===== config.mk =====
export PLATFORM = sky130hd
export DESIGN_NAME = handshake_arb
export DESIGN_NICKNAME = d
export VERILOG_FILES = /design/src/rtl/handshake_arb.sv
export SDC_FILE = /design/constraint.sdc
export NUM_CORES = 1
export LEC_CHECK = 0
export CAP_MARGIN = 20
export CORE_MARGIN = 1
export CORE_UTILIZATION = 29
export DETAILED_ROUTE_END_ITERATION = 12
export GPL_TIMING_DRIVEN = 0
export MAX_ROUTING_LAYER = met4
export PLACE_DENSITY = 0.62
export SYNTH_ARGS = -nofsm -noshare
export SYNTH_HDL_FRONTEND = slang
export SYNTH_SLANG_ARGS = --single-unit
export TNS_END_PERCENT = 20

===== constraint.sdc =====
create_clock -name clk -period 6.75 [get_ports clk]
set_clock_uncertainty 0.15 [all_clocks]
set_input_delay 0.675 -clock clk [delete_from_list [all_inputs] [get_ports clk]]
set_output_delay 0.675 -clock clk [all_outputs]
set_load 0.01 [all_outputs]

===== src/rtl/handshake_arb.sv =====
// Round-robin arbiter of N req/grt sources onto one registered req/grt drain,
// with source-channel tag and transfer counters. Optional stall: HANDSHAKE_ARB_STALL_EN.
module handshake_arb #(
  parameter int N  = 4,
  parameter int DW = 8,
  parameter int CW = 32,
  parameter int LW = 8,
  parameter logic [LW-1:0] LP = 8'b10111000,
  parameter logic [LW-1:0] LR = 8'b00000001,
  localparam int IW = (N > 1) ? $clog2(N) : 1
) (
  input  logic            clk,
  input  logic            rst,
  input  logic [N-1:0]    in_req,
  input  logic [N*DW-1:0] in_dat,
  output logic [N-1:0]    in_grt,
  output logic            out_req,
  output logic [DW-1:0]   out_dat,
  output logic [IW-1:0]   out_chn,
  input  logic            out_grt,
  output logic [N*CW-1:0] cnt_chn,
  output logic [CW-1:0]   cnt_tot
);

  // Handshake: a word moves on a rising edge where req and grt are both high,
  // upstream (in_req[i] & in_grt[i]) and downstream (out_req & out_grt) alike.
  typedef enum logic {EMPTY = 1'b0, FULL = 1'b1} state_t;

  state_t        state;
  logic [IW-1:0] ptr;
  logic          any_req;
  logic [IW-1:0] win;
  logic [DW-1:0] sel_dat;
  logic          dn_xfer;
  logic          free;
  logic          accept;

  // First requesting channel at or after the pointer, searching cyclically.
  always_comb begin
    any_req = 1'b0;
    win     = '0;
    sel_dat = '0;
    for (int o = 0; o < N; o++) begin
      if (!any_req && in_req[(int'(ptr) + o) % N]) begin
        any_req = 1'b1;
        win     = IW'((int'(ptr) + o) % N);
        sel_dat = in_dat[((int'(ptr) + o) % N) * DW +: DW];
      end
    end
  end

`ifdef HANDSHAKE_ARB_STALL_EN
  logic [LW-1:0] rnd;

  always_ff @(posedge clk or negedge rst) begin
    if (!rst) begin
      rnd <= LR;
    end else begin
      rnd <= {rnd[0], rnd[LW-1:1]} ^ ({LW{rnd[0]}} & LP);
    end
  end

  // A stall cycle (rnd[0] low) hides the held word from the drain.
  assign out_req = (state == FULL) & rnd[0];
`else
  logic unused_stall_cfg;
  assign unused_stall_cfg = (^{LP, LR}) ^ (LW > 0);
  assign out_req = (state == FULL);
`endif

  assign dn_xfer = out_req & out_grt;
  assign free    = (state == EMPTY) | dn_xfer;
  assign accept  = rst & free & any_req;
  assign in_grt  = accept ? ({{(N-1){1'b0}}, 1'b1} << win) : '0;

  always_ff @(posedge clk or negedge rst) begin
    if (!rst) begin
      state   <= EMPTY;
      ptr     <= '0;
      out_dat <= '0;
      out_chn <= '0;
      cnt_chn <= '0;
      cnt_tot <= '0;
    end else begin
      if (accept) begin
        state   <= FULL;
        out_dat <= sel_dat;
        out_chn <= win;
        ptr     <= (win == IW'(N - 1)) ? '0 : win + 1'b1;
      end else if (dn_xfer) begin
        state <= EMPTY;
      end
      if (dn_xfer) begin
        cnt_tot <= cnt_tot + 1'b1;
      end
      // Per-channel counts saturate rather than wrap.
      for (int k = 0; k < N; k++) begin
        if (accept && (win == IW'(k)) && (cnt_chn[k*CW +: CW] != {CW{1'b1}})) begin
          cnt_chn[k*CW +: CW] <= cnt_chn[k*CW +: CW] + 1'b1;
        end
      end
    end
  end

endmodule


Yosys cells after proc, flatten, opt, wreduce, memory -nomap -nowiden
Cells that the tools add are included.
- flip-flop bits (word level): 173
- bits of input ports: 39
- output and inout bits: 175
- word-level logic and storage cells: 88
- add/subtract/negate cells: 9
- order comparisons: 4
- equal/unequal tests: 7
- shift-type cells: 5
- multiplexer cells: 27
- bitwise logic cells: 8
- reductions and logical operators: 19
- operator list (cell ; count):
    $add A32 B1 Y32 const B ; 5
    $ne A32 B32 Y1 const B ; 4
    $shiftx A32 B6 Y8 ; 4
    $mux W8 ; 4
    $mux W1 ; 13
    $lt A3 B4 Y1 const B ; 3
    $logic_and A1 B1 Y1 ; 11
    $mux W2 ; 5
    $bmux W1 S2 ; 4
    $reduce_or A2 Y1 ; 3
    $add A2 B1 Y2 const B ; 2
    $add A2 B2 Y2 const B ; 2
    $eq A2 B2 Y1 const B ; 2
    $mux W4 ; 1
    $shl A1 B2 Y4 const A ; 1
    $and A1 B1 Y1 ; 3
    $and A1 B1 Y1 const A ; 3
    $logic_not A1 Y1 ; 3
    $lt A2 B3 Y1 const B ; 1
    $eq A2 B1 Y1 const B ; 1
    $logic_not A2 Y1 ; 1
    $reduce_bool A2 Y1 ; 1
    $not A1 Y1 ; 1
    $or A1 B1 Y1 ; 1

Longest topological paths before layout
Gate-level depths: netlist of the first run.
- depth in word-level cells: 17
- depth in mapped cells: 13
- depth with buffers taken out: 11

Worst setup path before layout of the first run
OpenSTA, ideal clock, no wires.
- path type: register to register
- start: register ptr[1]
- end: register cnt_chn[35]
- setup time: 0.126 ns
- data arrival time: 3.017 ns
- data required time: 6.474 ns
- setup slack: 3.457 ns
- stages on the path, launching flop included: 14
- path buffers: 3
- period minus slack after synthesis: 3.293 ns
- cells stage by stage: dfrtp_1 -> clkbuf_1 -> buf_2 -> mux2i_1 -> nor2_1 -> or3_1 -> nor2_1 -> ha_1 -> and2_1 -> nand3_2 -> a31oi_1 -> clkbuf_1 -> nand4_1 -> xnor2_1
- longest elaborated chain between the ends: 15
- RTL lines (element ; RTL line ; text):
    start, declared ; 30 ; logic [IW-1:0] ptr;
    start signal, assigned ; 89 ; ptr <= (win == IW'(N - 1)) ? '0 : win + 1'b1;
    $add A2 B1 Y2 or $bmux W1 S2 (tied branches) ; 44 ; if (!any_req && in_req[(int'(ptr) + o) % N]) begin
    $bmux W1 S2 or $mux W1 (tied branches) ; 44 ;
    $mux W1 (not written as such) ; 44 ;
    $mux W1 (not written as such) or $logic_not A1 Y1 (tied branches) ; 44 ;
    $logic_and A1 B1 Y1 ; 44 ;
    $mux W1 ; 44 ;
    $logic_not A1 Y1 ; 44 ;
    $logic_and A1 B1 Y1 ; 44 ;
    $mux W1 ; 44 ;
    $logic_not A1 Y1 ; 44 ;
    $logic_and A1 B1 Y1 ; 44 ;
    $mux W2 (*) ; 44 ;
    named net win[0] ; 32 ; logic [IW-1:0] win;
    $eq A2 B1 Y1 (*) ; 98 ; if (accept && (win == IW'(k)) && (cnt_chn[k*CW +: CW] != {CW{1'b1}})) begin
    $logic_and A1 B1 Y1 (*) (2 in series) ; 98 ;
    end signal, assigned by index ; 99 ; cnt_chn[k*CW +: CW] <= cnt_chn[k*CW +: CW] + 1'b1;
    end, declared ; 21 ; output logic [N*CW-1:0] cnt_chn,
The timed path passes the listed nets; every way through them passes the cells marked *. The select of a mux whose other input is x is not followed.
A chain may end at the register's enable or synchronous reset.

Worst setup path in the final report of the first run
- start: register ptr[0]
- end: output in_grt[1]
- longest elaborated chain between the ends: 14
- RTL lines (element ; RTL line ; text):
    $add A2 B1 Y2 or $bmux W1 S2 (tied branches) ; 44, 46 ;
    $bmux W1 S2 or $mux W1 (tied branches) ; 44 ;
    $mux W1 (not written as such) ; 44 ;
    $mux W1 (not written as such) or $logic_not A1 Y1 (tied branches) ; 44 ;
    $logic_and A1 B1 Y1 ; 44 ;
    $mux W1 ; 44 ;
    $logic_not A1 Y1 ; 44 ;
    $logic_and A1 B1 Y1 ; 44 ;
    $mux W1 ; 44 ;
    $logic_not A1 Y1 ; 44 ;
    $logic_and A1 B1 Y1 ; 44 ;
    $mux W2 or $mux W1 (tied branches) ; 44 ;
    $shl A1 B2 Y4 or $and A1 B1 Y1 (tied branches) ; 74, 73 ;
    $mux W4 (*) ; 74 ; assign in_grt = accept ? ({{(N-1){1'b0}}, 1'b1} << win) : '0;
    end, declared ; 16 ; output logic [N-1:0] in_grt,
Every way passes the cells marked *; elsewhere a longest branch is shown, timed or not. The select of a mux whose other input is x is not followed.

==> impl_metrics.yaml, run 1 <==
worst_setup_path:
  r2r-start: "ptr[0]"
  reg2reg_to: "cnt_chn[42]"
  endpoint_kind: "primary output"
  slowest_stage: "clkdlybuf4s50_1"
  cp_slowest_stage_delay_ns: 0.58
  worstPathCellList: "buf_2 > clkbuf_1 > inv_1 > o21a_1 > o22ai_1 > ha_1 > and2_1 > nand3_2 > clkinv_1 > clkdlybuf4s50_1"
  cpLargestDelayFamily: "buffers and inverters"
  critPathBufInv: 5
  r2r_setup_slack_ns: 2.61
  worstPathMaxFanout: 10
  required_ns: 5.92
  crit_type: "flop to primary output"
  reg2regPathDepth: 12
  worstPathArrival_ns: 3.90
  critPathLaunchType: "flop"
power_and_ir_drop:
  switchingPower_uw: 985
  p_sw_share_pct: 31.4
  fin_total_pwr_mw: 3.14
  p_int_mw: 2.16
  peakVddDrop_mv: 0.201
  leakage_nw: 5.23
  cellPowerDensity_nw_per_um2: 252
  pwr-share-seq_pct: 39.7
  clkPwrFrac_pct: 32.3
  combPwrFrac_pct: 28.0
cells_and_area:
  layout_commonest_cell: "clkdlybuf4s50_1"
  layout.nets: 1173
  fin_util_pct: 40.3
  syn_to_final_growth_pct: 35.4
  antenna_cells: 0
  most-common-layout-cells: "clkdlybuf4s50_1, dfrtp_1, xnor2_1"
  drive_gt1_share_pct: 7.31
grt:
  antenna_found_initial: 0
  grt_overflow: 0
  grt_usage_pct: 16.0
  grt_pass1_vias: 7449
  grt_max_degree: 96
  grt_first_pass_wirelength_microns: 40300
clocking:
  clk_pin_slew_ns: 0.07
  clock_sinks: 173
  clkLatencyLatePin_ns: 0.44
  cts_root_buffer: "clkbuf_16"
  clk_path_buf_depth: 2
  cts_tree: "done"
  cts_inserted_buffers: 17
  htree_levels: 4
  ctsResizeCount: 0
  cts_setup_buffers: 0
  cts_hold_buffers: 0
sta:
  setup_viol: 0
  fin_crit_sh_pct: 70.0
  fin_crit_ns: 4.72
  tightest_slew_ns: 1.12
  slew_headroom_pct: 24.8
  whs_ns: 0.0734
  hold_viol_final: 0
  rsz0062_at_grt: "false"
  totalNegativeSetupSlack_ns: 0
  report.final.slew_viol_count: 0
  max_freq_mhz: 212
floorplan:
  io_pins: 214
  die_h_microns: 180
  rows: 64
  dieArea_sq_um: 32400
  initial_core_util_pct: 29.7
  die_width_microns: 180
  core_sq_um: 30900
run_status:
  status: "finished clean"
synthesis:
  yosys_warnings: 0
  synth_top_area_share_pct: 47.1
  yosysTopAreaCell: "dfrtp_1"
  ys.flop_type: "dfrtp_1"
  synth_edf_count: 0
  ys_async_sr_fraction_pct: 100
  synth_seq_cells: 173
  synthesis.instances: 891
  synth_fp_nets: 939
  synth_area_leaders: "dfrtp_1, xnor2_1, xor2_1, nand3_1, mux4_2"
  synth_seq_area_share_pct: 47.1
  avgSynthCellArea_sq_um: 10.3
  syn_area_sq_um: 9190
  synth.distinct_cells: 61
routing:
  drt-wirelength-per-cell_microns: 16.3
  viasPerCell: 5.10
  vias: 7814
  drc: 0
  drtIter0Drc: 468
  ant_nets: 0
  routed_wl_microns: 25000
  first_pass_iters: 7
placement:
  gp_congestion: 0.856
  dp_hpwl_microns: 17700
  io_buffers: 213
worst_hold_path:
  hp-class: "primary input to async pin"
run:
  maxCapViolations: 0
## power groups by stage
stage / registers, mW / clock network (mW) / logic, mW
2_1_floorplan: 1.29 / 0 / 0.451
3_3_place_gp: 1.26 / 0 / 0.864
3_5_place_dp: 1.27 / 0 / 0.875
4_1_cts: 1.25 / 1.05 / 0.879
5_1_grt: 1.27 / 1.09 / 0.952
6_report: 1.25 / 1.01 / 0.878
## cell type report
| type | count | area [sq um] |
|---|---|---|
| Multi-Input combinational cell | 659 | 4630 |
| Inverter | 31 | 116 |
| Buffer | 28 | 115 |
| Tap cell | 396 | 495 |
| Fill cell | 3013 | 18500 |
| Clock inverter | 13 | 165 |
| Timing Repair Buffer | 215 | 2170 |
| Sequential cell | 173 | 4330 |
| Clock buffer | 17 | 425 |
## synthesized netlist by cell type, types with 6 or more instances
| cell | n |
|---|---|
| dfrtp_1 | 173 |
| xnor2_1 | 89 |
| nand3_1 | 84 |
| nand2_1 | 80 |
| xor2_1 | 60 |
| nor2_1 | 42 |
| nand4_1 | 41 |
| nor3_1 | 38 |
| and3_1 | 31 |
| inv_1 | 29 |
| a21oi_1 | 19 |
| clkbuf_1 | 18 |
| mux4_2 | 14 |
| mux2_2 | 13 |
| nor4_1 | 13 |
| and4_1 | 12 |
| o211ai_1 | 12 |
| o21ai_0 | 10 |
| ha_1 | 9 |
| and2_1 | 8 |
| mux2i_1 | 8 |
| a31oi_1 | 7 |
| buf_2 | 7 |
| a222oi_1 | 6 |
| nand2b_1 | 6 |
| nor3b_1 | 6 |
| nor4b_1 | 6 |
## metal layers
| metal | up-vias | part of all wire, % | GRT usage (%) |
|---|---|---|---|
| met2 | 289 | 46 | 24.7 |
| met5 | - | 0 | - |
| met3 | 35 | 5.6 | 3.54 |
| met4 | 0 | 1.7 | 4.79 |
| li1 | 3674 | - | - |
| met1 | 3816 | 47 | 20.8 |
## state kept, by name, indices dropped and copies added (netlist names)
register and count:
out_chn 2, out_req 1, cnt_tot 32, ptr 2, out_dat 8, cnt_chn 128
## how the worst max path moves through the flow
stage	start	end	cells past startpoint
detailed placement	in_req[3]	in_grt[1]	11
floorplan	ptr[1]	cnt_chn[35]	13
global placement	rst	out_dat[3]	5
global route	ptr[0]	in_grt[1]	10
CTS	ptr[0]	in_grt[1]	10
finish	ptr[0]	in_grt[1]	10
## cells by family after synthesis
group           count (synthesis)  synth area share, %
mux                            35                 5.89
xor+xnor                      149                 14.2
buf+inv                        59                 2.52
simple gates                  395                 23.4
fa+ha+maj                       9                 1.23
flops                         173                 47.1
compound gates                 71                 5.68
## per-stage QoR
| stage | setup WS (ns) | cells | area [sq um] |
|---|---|---|---|
| after floorplan | 3.46 | 891 | 9190 |
| after global placement | -4.26 | 1500 | 11800 |
| after detailed placement | 2.23 | 1501 | 11900 |
| after CTS | 2.04 | 1531 | 12400 |
| after global routing | 1.78 | 1532 | 12400 |
| final | 2.03 | 1532 | 12400 |
Note: power is estimated with default switching activity, not from simulation.
==> run 2, diff against run 1 <==
Settings changed: PLACE_DENSITY 0.62 to 0.64.
Clock period 6.75 ns to 3.9 ns, I/O delays scaled along.
==> impl_metrics.yaml, run 2 (synthesis results as in run 1) <==
run_status:
  status: "finished clean"
sta:
  report.final.slew_viol_count: 0
  totalNegativeSetupSlack_ns: 0
  setup_viol: 0
  fin_crit_ns: 3.70
  fin_crit_sh_pct: 94.9
  setup_ws_ns: 0.198
  max_freq_mhz: 270
  hold_viol_final: 0
  rsz0062_at_grt: "false"
  whs_ns: 0.330
  tightest_slew_ns: 1.13
  slew_headroom_pct: 24.3
grt:
  grt.busiest_layer: "met2"
  grtUsageMet2_pct: 25.2
  grt_usage_pct: 16.0
  gr-usage-met1_pct: 21.5
  grt_overflow: 0
  grt_first_pass_wirelength_microns: 40700
  grt_pass1_vias: 7370
  antenna_found_initial: 0
  grt_max_degree: 92
  grt_use_met3_pct: 2.36
routing:
  drc: 0
  first_pass_iters: 5
  ant_nets: 0
  viasPerCell: 5.00
  drt-wirelength-per-cell_microns: 16.3
  vias: 7676
  routed_wl_microns: 25000
  drtIter0Drc: 487
worst_setup_path:
  slowest_stage: "clkdlybuf4s50_1"
  crit_path_frequent_cell: "clkdlybuf4s50_1"
  required_ns: 3.36
  worstPathCellList: "clkdlybuf4s50_1 > and3b_1 > or3_1 > nor2_2 > ha_1 > and2_1 > nand3_2 > inv_2 > clkdlybuf4s50_1"
  endpoint_kind: "primary output"
  critPathLaunch: "in_req[3]"
  r2r_setup_slack_ns: 0.51
  r2r-start: "ptr[0]"
  reg2regPathDepth: 12
  critPathLaunchType: "primary input"
  crit_type: "primary input to primary output"
  cp_slowest_stage_delay_ns: 0.75
  worstPathMaxFanout: 12
  worstPathArrival_ns: 3.16
  reg2reg_to: "cnt_chn[35]"
placement:
  dp_hpwl_microns: 18000
  place_inst: 1501
  pre_cts_ws_ns: -0.248
  io_buffers: 213
  gp_congestion: 0.863
  place_area_sq_um: 11900
floorplan:
  die_width_microns: 180
  die_h_microns: 180
  io_pins: 214
  rows: 64
  dieArea_sq_um: 32400
  initial_core_util_pct: 29.7
  core_sq_um: 30900
cells_and_area:
  drive_gt1_share_pct: 8.69
  layout.nets: 1174
  ff_latch_area_sq_um: 4330
  most-common-layout-cells: "clkdlybuf4s50_1, dfrtp_1, xnor2_1"
  top_regs: "cnt_chn x128, cnt_tot x32, out_dat x8"
  design_area_sq_um: 12600
  fillers: 2986
  layout_commonest_cell: "clkdlybuf4s50_1"
  antenna_cells: 0
  largest-register: "cnt_chn"
  fin_util_pct: 40.7
  fin_cells: 1535
  largest_reg_flops: 128
  multi_input_area_sq_um: 4660
  syn_to_final_growth_pct: 37.0
clocking:
  clkLatencyLatePin_ns: 0.43
  clock_sinks: 173
  clk_path_buf_depth: 2
  cts_tree: "done"
  clk_pin_slew_ns: 0.07
  cts_inserted_buffers: 17
  cts_root_buffer: "clkbuf_16"
  htree_levels: 4
power_and_ir_drop:
  combPwrFrac_pct: 27.9
  p_int_mw: 3.76
  cellPowerDensity_nw_per_um2: 443
  switchingPower_mw: 1.83
  pwr-share-seq_pct: 38.7
  peakVddDrop_mv: 0.274
  fin_total_pwr_mw: 5.58
  leakage_nw: 5.31
  p_sw_share_pct: 32.7
  clkPwrFrac_pct: 33.3
worst_hold_path:
  hp-start: "cnt_tot[31]"
  hold_depth: 1
  hold_end: "cnt_tot[31]"
  hp-class: "flop to flop"
run:
  maxCapViolations: 0
## run 2: worst max-delay path: cells and delay by family
kind / cells / cell delay (ns)
buffers and inverters: 3 / 1.44
and+or+nand+nor: 5 / 1.15
adders and majority gates: 1 / 0.17
## run 2: what timing repair did
item                                   in CTS  in global routing
hold buffers                                2                  0
endpoints found under the hold margin      88                  0
gates resized for setup                    11                 13
setup endpoints to repair                  19                  6
setup buffers                               0                  2
## run 2: layout make-up
cell class,count,share of cell area (%)
tap,396,3.93
sequential,173,34.4
buffer,26,0.993
inverter,31,0.934
multi-input combinational,659,37.0
timing repair buffer,218,17.6
clock buffer,17,3.38
clock inverter,15,1.77
## run 2: routing by layer
metal / part of all wire, % / up-vias / wire length (microns)
li1: - / 3670 / -
met1: 47 / 3749 / 11800
met2: 47 / 237 / 11700
met3: 4.5 / 20 / 1130
met4: 1.3 / 0 / 325
met5: 0 / - / 0
## run 2: power groups by stage
| stage | logic [mW] | clock network, mW | registers, mW |
|---|---|---|---|
| finish | 1.56 | 1.86 | 2.16 |
| global placement | 1.50 | 0 | 2.19 |
| floorplan | 0.780 | 0 | 2.23 |
| detailed placement | 1.52 | 0 | 2.19 |
| global route | 1.70 | 1.99 | 2.20 |
| CTS | 1.54 | 1.93 | 2.17 |
## run 2: how the worst max path moves through the flow
stage	slack, ns	to
2_1_floorplan	0.61	cnt_chn[35]
5_1_grt	0.004	in_grt[3]
4_1_cts	0.06	in_grt[3]
6_report	0.20	in_grt[3]
3_5_place_dp	-0.25	cnt_chn[35]
3_3_place_gp	-6.57	out_dat[3]
